<file path="src/rtl/csi_rx_multi_vc_handler.sv">
// csi_rx_multi_vc_handler: CSI-2 packet parser with per-VC frame/line tracking; optional CSI_HDR_ECC_EN adds the header ECC check and the ecc_error port
module csi_rx_multi_vc_handler #(
    parameter logic [3:0]  VC_MASK  = 4'b0001,
    parameter logic [5:0]  FS_DT    = 6'h00,
    parameter logic [5:0]  FE_DT    = 6'h01,
    parameter logic [5:0]  VIDEO_DT = 6'h2A,
    parameter logic [15:0] MAX_LEN  = 16'd8192,
    parameter int          LINE_W   = 16
) (
    input  logic              clock,
    input  logic              reset_n,
    input  logic [31:0]       data,
    input  logic              data_enable,
    input  logic              data_frame,
    input  logic              lp_detect,
    output logic              sync_wait,
    output logic              packet_done,
    output logic [31:0]       payload,
    output logic              payload_enable,
    output logic              payload_frame,
    output logic [1:0]        payload_vc,
    output logic [LINE_W-1:0] payload_line,
    output logic [3:0]        vsync,
    output logic [3:0]        in_frame,
`ifdef CSI_HDR_ECC_EN
    output logic [3:0]        in_line,
    output logic              ecc_error
`else
    output logic [3:0]        in_line
`endif
);
    localparam logic S_IDLE    = 1'b0;
    localparam logic S_PAYLOAD = 1'b1;

    logic              state_q, state_d;
    logic [15:0]       rem_q, rem_d;
    logic [15:0]       cnt_q, cnt_d;
    logic [1:0]        vc_q, vc_d;
    logic              emit_q, emit_d;
    logic              sync_wait_q, sync_wait_d;
    logic              packet_done_q, packet_done_d;
    logic [31:0]       payload_q, payload_d;
    logic              payload_enable_q, payload_enable_d;
    logic              payload_frame_q, payload_frame_d;
    logic [1:0]        payload_vc_q, payload_vc_d;
    logic [LINE_W-1:0] payload_line_q, payload_line_d;
    logic [3:0]        vsync_q, vsync_d;
    logic [3:0]        in_frame_q, in_frame_d;
    logic [3:0]        in_line_q, in_line_d;
    logic [LINE_W-1:0] line_q [4];
    logic [LINE_W-1:0] line_d [4];
    logic              ecc_ok, ecc_error_d;

    wire [1:0]  h_vc = data[7:6];
    wire [5:0]  h_dt = data[5:0];
    wire [15:0] h_wc = data[23:8];
    wire hdr   = state_q == S_IDLE && data_enable && data_frame;
    wire acc   = VC_MASK[h_vc] && ecc_ok;
    wire vid   = acc && h_dt == VIDEO_DT && in_frame_q[h_vc];
    wire word  = state_q == S_PAYLOAD && data_enable;
    wire last  = word && rem_q == 16'd1;
    wire tout  = word && !last && cnt_q == MAX_LEN - 16'd1;
    wire lp    = state_q == S_PAYLOAD && lp_detect;

`ifdef CSI_HDR_ECC_EN
    logic ecc_error_q;

    // CSI-2 6-bit Hamming parity over the 24 header bits; top two ECC bits must be zero
    function automatic logic [5:0] ecc6(input logic [23:0] d);
        return {^(d & 24'hEFFC00), ^(d & 24'hDF03F0), ^(d & 24'hB8E38E),
                ^(d & 24'h749A6D), ^(d & 24'hF2555B), ^(d & 24'hF12CB7)};
    endfunction

    assign ecc_ok    = data[31:24] == {2'b00, ecc6(data[23:0])};
    assign ecc_error = ecc_error_q;
`else
    assign ecc_ok = 1'b1;
`endif

    // Packet sequencing, per-VC frame/line bookkeeping and payload forwarding
    always_comb begin
        state_d          = state_q;
        rem_d            = rem_q;
        cnt_d            = cnt_q;
        vc_d             = vc_q;
        emit_d           = emit_q;
        in_frame_d       = in_frame_q;
        line_d           = line_q;
        payload_d        = payload_q;
        payload_vc_d     = payload_vc_q;
        payload_line_d   = payload_line_q;
        vsync_d          = 4'b0000;
        packet_done_d    = 1'b0;
        payload_enable_d = 1'b0;
        ecc_error_d      = 1'b0;
        if (hdr) begin
            vc_d        = h_vc;
            emit_d      = vid;
            rem_d       = 16'(({1'b0, h_wc} + 17'd3) >> 2);
            cnt_d       = 16'd0;
            ecc_error_d = !ecc_ok;
            payload_vc_d   = vid ? h_vc : payload_vc_q;
            payload_line_d = vid ? line_q[h_vc] : payload_line_q;
            if (acc && h_dt == FS_DT) begin
                vsync_d[h_vc]    = 1'b1;
                in_frame_d[h_vc] = 1'b1;
                line_d[h_vc]     = '0;
            end
            if (acc && h_dt == FE_DT) in_frame_d[h_vc] = 1'b0;
            if (h_dt < 6'h10 || h_wc == 16'd0) begin
                packet_done_d = 1'b1;
                if (vid) line_d[h_vc] = line_q[h_vc] + LINE_W'(1);
            end else begin
                state_d = S_PAYLOAD;
            end
        end else if (lp) begin
            state_d       = S_IDLE;
            packet_done_d = 1'b1;
        end else if (word) begin
            rem_d            = rem_q - 16'd1;
            cnt_d            = cnt_q + 16'd1;
            payload_enable_d = emit_q;
            payload_d        = emit_q ? data : payload_q;
            if (last || tout) begin
                state_d       = S_IDLE;
                packet_done_d = 1'b1;
            end
            if (last && emit_q) line_d[vc_q] = line_q[vc_q] + LINE_W'(1);
        end
        in_line_d       = (state_d == S_PAYLOAD && emit_d) ? (4'b0001 << vc_d) : 4'b0000;
        payload_frame_d = |in_line_d || payload_enable_d;
        sync_wait_d     = state_d == S_IDLE && !packet_done_d;
    end

    // State and output registers with synchronous active-low reset
    always_ff @(posedge clock) begin
        if (!reset_n) begin
            state_q          <= S_IDLE;
            rem_q            <= '0;
            cnt_q            <= '0;
            vc_q             <= '0;
            emit_q           <= 1'b0;
            sync_wait_q      <= 1'b1;
            packet_done_q    <= 1'b0;
            payload_q        <= '0;
            payload_enable_q <= 1'b0;
            payload_frame_q  <= 1'b0;
            payload_vc_q     <= '0;
            payload_line_q   <= '0;
            vsync_q          <= '0;
            in_frame_q       <= '0;
            in_line_q        <= '0;
            line_q           <= '{default: '0};
        end else begin
            state_q          <= state_d;
            rem_q            <= rem_d;
            cnt_q            <= cnt_d;
            vc_q             <= vc_d;
            emit_q           <= emit_d;
            sync_wait_q      <= sync_wait_d;
            packet_done_q    <= packet_done_d;
            payload_q        <= payload_d;
            payload_enable_q <= payload_enable_d;
            payload_frame_q  <= payload_frame_d;
            payload_vc_q     <= payload_vc_d;
            payload_line_q   <= payload_line_d;
            vsync_q          <= vsync_d;
            in_frame_q       <= in_frame_d;
            in_line_q        <= in_line_d;
            line_q           <= line_d;
        end
    end

`ifdef CSI_HDR_ECC_EN
    // One-cycle flag for a header whose ECC did not match
    always_ff @(posedge clock) begin
        if (!reset_n) ecc_error_q <= 1'b0;
        else ecc_error_q <= ecc_error_d;
    end
`endif

    assign sync_wait      = sync_wait_q;
    assign packet_done    = packet_done_q;
    assign payload        = payload_q;
    assign payload_enable = payload_enable_q;
    assign payload_frame  = payload_frame_q;
    assign payload_vc     = payload_vc_q;
    assign payload_line   = payload_line_q;
    assign vsync          = vsync_q;
    assign in_frame       = in_frame_q;
    assign in_line        = in_line_q;
endmodule

</file>
<file path="config.mk">
export PLATFORM = sky130hd
export DESIGN_NAME = csi_rx_multi_vc_handler
export DESIGN_NICKNAME = d
export VERILOG_FILES = /design/src/rtl/csi_rx_multi_vc_handler.sv
export SDC_FILE = /design/constraint.sdc
export NUM_CORES = 1
export LEC_CHECK = 0
export CAP_MARGIN = 20
export CORE_UTILIZATION = 45
export DETAILED_ROUTE_END_ITERATION = 10
export PLACE_DENSITY = 0.67
export SYNTH_ARGS = -nofsm -noshare
export SYNTH_HDL_FRONTEND = slang
export SYNTH_SLANG_ARGS = --single-unit
</file>
<file path="constraint.sdc">
create_clock -name clock -period 3.2 [get_ports clock]
set_clock_uncertainty 0.15 [all_clocks]
set_input_delay 0.32 -clock clock [delete_from_list [all_inputs] [get_ports clock]]
set_output_delay 0.32 -clock clock [all_outputs]
set_load 0.05 [all_outputs]
</file>
# ---- After elaboration in Yosys (flattened, before gate mapping)
# Index checks and enable logic that the tools add are counted.
dict set report word_totals {
  regBits 166
  in_bits 37
}
dict set report classes {
  shifts 1
  n_addsub 5
  bitwise_logic 12
  eq_ne 5
  mux 48
  n_reduce_logical 34
  n_lt_le_gt_ge 7
}
# cell n
set op_table {}
lappend op_table {{64-bit 2-to-1 mux} 8}
lappend op_table {{64-bit bitwise mux} 2}
lappend op_table {{16-bit 2-to-1 mux} 6}
lappend op_table {{64-bit bitwise AND} 1}
lappend op_table {{16-bit binary-select mux with 2-bit select} 2}
lappend op_table {{16-bit demux with 2-bit select} 2}
lappend op_table {{64-bit inverter} 1}
lappend op_table {{16-bit by 1-bit adder with 16-bit output (second input constant)} 3}
lappend op_table {{15-bit 2-to-1 mux} 3}
lappend op_table {{16-bit by 2-bit adder with 17-bit output (second input constant)} 1}
lappend op_table {{1-bit logical AND} 17}
lappend op_table {{1-bit 2-to-1 mux} 17}
lappend op_table {{16-bit by 1-bit == test with 1-bit output (second input constant)} 1}
lappend op_table {{16-bit by 13-bit == test with 1-bit output (second input constant)} 1}
lappend op_table {{16-bit zero test} 1}
lappend op_table {{4-bit 2-to-1 mux} 4}
lappend op_table {{16-bit by 1-bit subtractor with 16-bit output (second input constant)} 1}
lappend op_table {{6-bit by 1-bit == test with 1-bit output (second input constant)} 1}
lappend op_table {{6-bit == test (second input constant)} 1}
lappend op_table {{3-bit greater-or-equal comparator (second input constant)} 2}
lappend op_table {{6-bit zero test} 1}
lappend op_table {{3-bit by 1-bit less-than comparator with 1-bit output (second input constant)} 2}
lappend op_table {{6-bit by 5-bit less-than comparator with 1-bit output (second input constant)} 1}
lappend op_table {{2-bit inverter with 3-bit output} 2}
lappend op_table {{other kinds (19)} 31}

# ---- Depth between registers and ports, before layout
dict set report depth {
  depth_word 14
  mapped_depth 9
  depth_no_buf 8
}

# ---- Worst setup path before layout
# No wires, ideal clock.
dict set report synth_path {
  path_kind {register -> register}
  from {register vc_q[0]}
  to {register line_q[54] (netlist name)}
  arrival_ps 2228
  t_required_ps 2933
  path_stages_with_launch 9
  slack_ps 705
  cell_sequence {dfxtp_1 buf_6 mux4_2 ha_1 nand3_1 nor2_1 xnor2_1 o221ai_1 a32o_1}
}
dict set report synth_between {
  elab_chain_len 10
  elab_cells_between_ends 15
}
# element line_no
set synth_lines {}
lappend synth_lines {{start: declaration} 38} ;# logic [1:0] vc_q, vc_d;
lappend synth_lines {{start signal: assignment} 158} ;# vc_q <= vc_d;
lappend synth_lines {{2-bit inverter with 3-bit output (not written as such) *} 128} ;# if (last && emit_q) line_d[vc_q] = line_q[vc_q] + LINE_W'(1);
lappend synth_lines {{16-bit binary-select mux with 2-bit select (tied with other cells)} 128}
lappend synth_lines {{16-bit 2-to-1 mux (not written as such) / 1-bit logical AND (equally long branches)} 128}
lappend synth_lines {{16-bit 2-to-1 mux (not written as such)} 128}
lappend synth_lines {{16-bit by 1-bit adder with 16-bit output / 16-bit demux with 2-bit select (equally long branches)} 128}
lappend synth_lines {{64-bit bitwise mux *} 128}
lappend synth_lines {{64-bit 2-to-1 mux *} 128}
lappend synth_lines {{64-bit 2-to-1 mux *} 119} ;# end else if (word) begin
lappend synth_lines {{64-bit 2-to-1 mux *} 116} ;# end else if (lp) begin
lappend synth_lines {{64-bit 2-to-1 mux *} 96} ;# if (hdr) begin
lappend synth_lines {{end signal: assignment} 170} ;# line_q <= line_d;
lappend synth_lines {{end: declaration} 50} ;# logic [LINE_W-1:0] line_q [4];
# Mark *: on every way between the ends. The rest lies on a longest branch, timed or not. The select of a mux whose other input is x is not followed.
# A chain may end at the register's enable or synchronous reset.

# ---- Worst setup path in the final report
# Ends and elaborated chain as after synthesis.

==> run metrics <==
drt pass-1 iters=7; final slew viol count=0; Yosys warnings=0; Max clock buf depth=2; met2 wire len=about 9800 um; Logic pwr share=under 10%; DR top layer=met4; overall die width=approximately 140 um; largest cells by area after synthesis=dfxtp_1 41%, nand2_1 6.8%, mux4_2 5.8%; total vias in the final route=roughly 7,300; Final HPWL DP=about 16,000 um; first-pass GRT wire length=roughly 36,000 um; area leader, netlist=dfxtp_1; most used flip-flop cell after synthesis=dfxtp_1; largest net degree at the start of global routing=40; switch share=26.9%; CP top delay family=multiplexers; Root Driver=clkbuf_16; Iter 0 DRT Violations=530; row cnt=48; clock transition at the registers of the reported paths=about 0.070 ns; RSZ-0062 raised after global routing=no; Worst Setup SP=vc_q[0]$_SDFF_PN0_; Slew HR=just over 60%; Final Critical Period=roughly 2.8 ns; Util after Layout=57.6%; final setup fails=0; CTS tree=built; Routed WL=22,300 um; data required time of the worst path=roughly 3.4 ns; htree depth=4; Net Switching=1.20 mW; clk_lat worst skew=about 0.43 ns; total global routing track utilization=roughly a quarter; Clk pwr share=approximately 44%; PortBufs=about 100; Async SR Flop Fraction=0%; buffers inserted by post-CTS timing repair=0; Die Ht=roughly 140 um; Worst Setup EP=line_q[54]$_SDFFE_PN0P_; CORE AREA=around 17,000 um^2; Power Total=4.47 mW; vias in the first global route=approximately 6,800; Synth top area share=40.8%; gr ovfl total=0; Vias/cell=between 5 and 6; Layout area overhead=23.6%; DRT antenna net count=0; leakage=between 3 and 4 nW; Worst-Margin Slew=0.579 ns; number of synthesized flops with an enable pin=0; layout cells sized above 1=10.8%; Critical Path AT=slightly above 3 ns; Seq/Total Area, Yosys=40.8%; GPL Wtd Cong=roughly 0.96; period utilisation layout=88.7%; CP Capture Type=flop; Startpoint Class=flop; CTS buffer count=17; CTS Sinks=roughly 170; setup TNS=0 ns; Netlist cell types=71; status=finished clean; R2R depth=7; antenna violations before repair=0; reg2reg setup slack=between 0.3 and 0.4 ns; Post-CTS Hold Fix Bufs=0; Pwr Density=444 nW/um^2; CTS resizes=0; maximum vdd drop=slightly below 0.4 mV; M1 wire length=between 10,000 and 15,000 um; sequential share of power=a little under half; synth cell count leaders=166 x dfxtp_1, 148 x nand2_1, 100 x nor2_1; Worst path slowest cell=mux4_2; Starting Density=46.6%; worst r2r dst=line_q[54]$_SDFFE_PN0P_; mapped cell area=8140 um^2; fmax=352 MHz; synthesized flop and latch total=~170; die area=18,600 um^2; cell with the most instances after synthesis=dfxtp_1; NumNets Final=around 1,100; R2R Path Start=vc_q[0]$_SDFF_PN0_; WS Path Type=flop to flop; Ant. Diodes=0; Crit. path cell count=7; max incr delay on CP=about 0.63 ns; Cell Int Power=~3.3 mW; DR WL met3=roughly 1400 um; Mapped Avg Cell Area=slightly below 9 um^2; crit path cell chain=mux4_2 -> ha_1 -> nand3_1 -> nor2_1 -> xnor2_1 -> o221ai_1 -> a32o_1; Crit path buffers/inverters=0; Hold Slack=roughly 0.27 ns; Max-Cap Viols=0; WL per Instance=approximately 18 um; Mapped Cells=roughly 920; CP Max Fanout=6; drc violations=0; worst hold-check path type=primary input to flop; Ports=103; Final Hold Vio Count=0
-- worst reg2reg max path, stage by stage (launching register included) --
cell and delay [ns]:
dfxtp_1 0.44, mux4_2 0.63, ha_1 0.28, nand3_1 0.35, nor2_1 0.12, xnor2_1 0.38, o221ai_1 0.16, a32o_1 0.22
-- final cells by class --
cell class	instances	area (um^2)
fillers	1601	7410
multi-input cells	687	4530
flip-flops and latches	166	3320
repair buffers	140	1340
clock buffers	17	425
well taps	225	282
clock inverters	15	120
inverters	11	42.5
-- worst min-delay path by stage --
stage / slack, ns / depth (start not counted) / startpoint / to
after floorplan: 0.29 / 2 / rem_q[1]$_SDFFE_PN0P_ / rem_q[1]$_SDFFE_PN0P_
after global placement: 0.29 / 2 / payload[25]$_SDFFE_PN0P_ / payload[25]$_SDFFE_PN0P_
after detailed placement: 0.30 / 2 / payload[27]$_SDFFE_PN0P_ / payload[27]$_SDFFE_PN0P_
after CTS: 0.27 / 3 / data[25] / payload[25]$_SDFFE_PN0P_
after global routing: 0.29 / 3 / data[28] / payload[28]$_SDFFE_PN0P_
final: 0.27 / 3 / data[26] / payload[26]$_SDFFE_PN0P_
-- cells by family (layout without fill, tap and decap cells) --
kind of cell,after synthesis,after routing,share of synthesized area (%)
and+or+nand+nor,382,382,22.6
other,1,3,0.0460
AOI/OAI and AO/OA,206,206,16.4
buffers and inverters,68,183,3.72
muxes,35,35,9.73
DFF,166,166,40.8
adders and majority gates,5,5,0.768
xor gates and xnor gates,56,56,6.02
-- metrics by stage --
step	instances	cell area (um^2)	setup slack (ns)
floorplan	921	8150	0.705
global placement	1229	9520	0.251
detailed placement	1229	9520	0.192
CTS	1261	10100	0.414
global route	1261	10100	0.256
finish	1261	10100	0.361
-- power groups by stage --
stage	Clock [mW]	Sequential [mW]	Combinational (mW)
global route	2.05	2.12	0.448
floorplan	0	2.17	0.246
finish	1.94	2.12	0.407
CTS	1.97	2.11	0.405
detailed placement	0	2.16	0.400
global placement	0	2.16	0.399
-- state kept, by name, indices dropped and copies added (netlist names), 2 cells and up, named ones only --
register / flops
line_q: 63
payload: 32
cnt_q: 16
payload_line: 16
rem_q: 16
in_line: 4
vsync: 4
in_frame: 3
payload_vc: 2
vc_q: 2
-- per-layer routing --
| layer | GRT usage [%] | vias to the layer above |
|---|---|---|
| met4 | 8.52 | 0 |
| met2 | 37.8 | 254 |
| met3 | 5.22 | 31 |
| met5 | 0 | - |
| met1 | 35.9 | 3483 |
| li1 | - | 3540 |
-- cells in the final DEF, fill, tap and decap left out, types with 11 or more instances in the layout --
cell type,instances
a211oi_1,40
a21oi_1,79
buf_4,35
clkbuf_16,17
clkdlybuf4s50_1,102
dfxtp_1,166
mux4_1,11
mux4_2,21
nand2_1,148
nand3_1,31
nand4_1,17
nor2_1,100
nor3_1,14
nor4_1,14
o21ai_0,28
xnor2_1,33
xor2_1,23
Note: power is estimated with default switching activity, not from simulation.
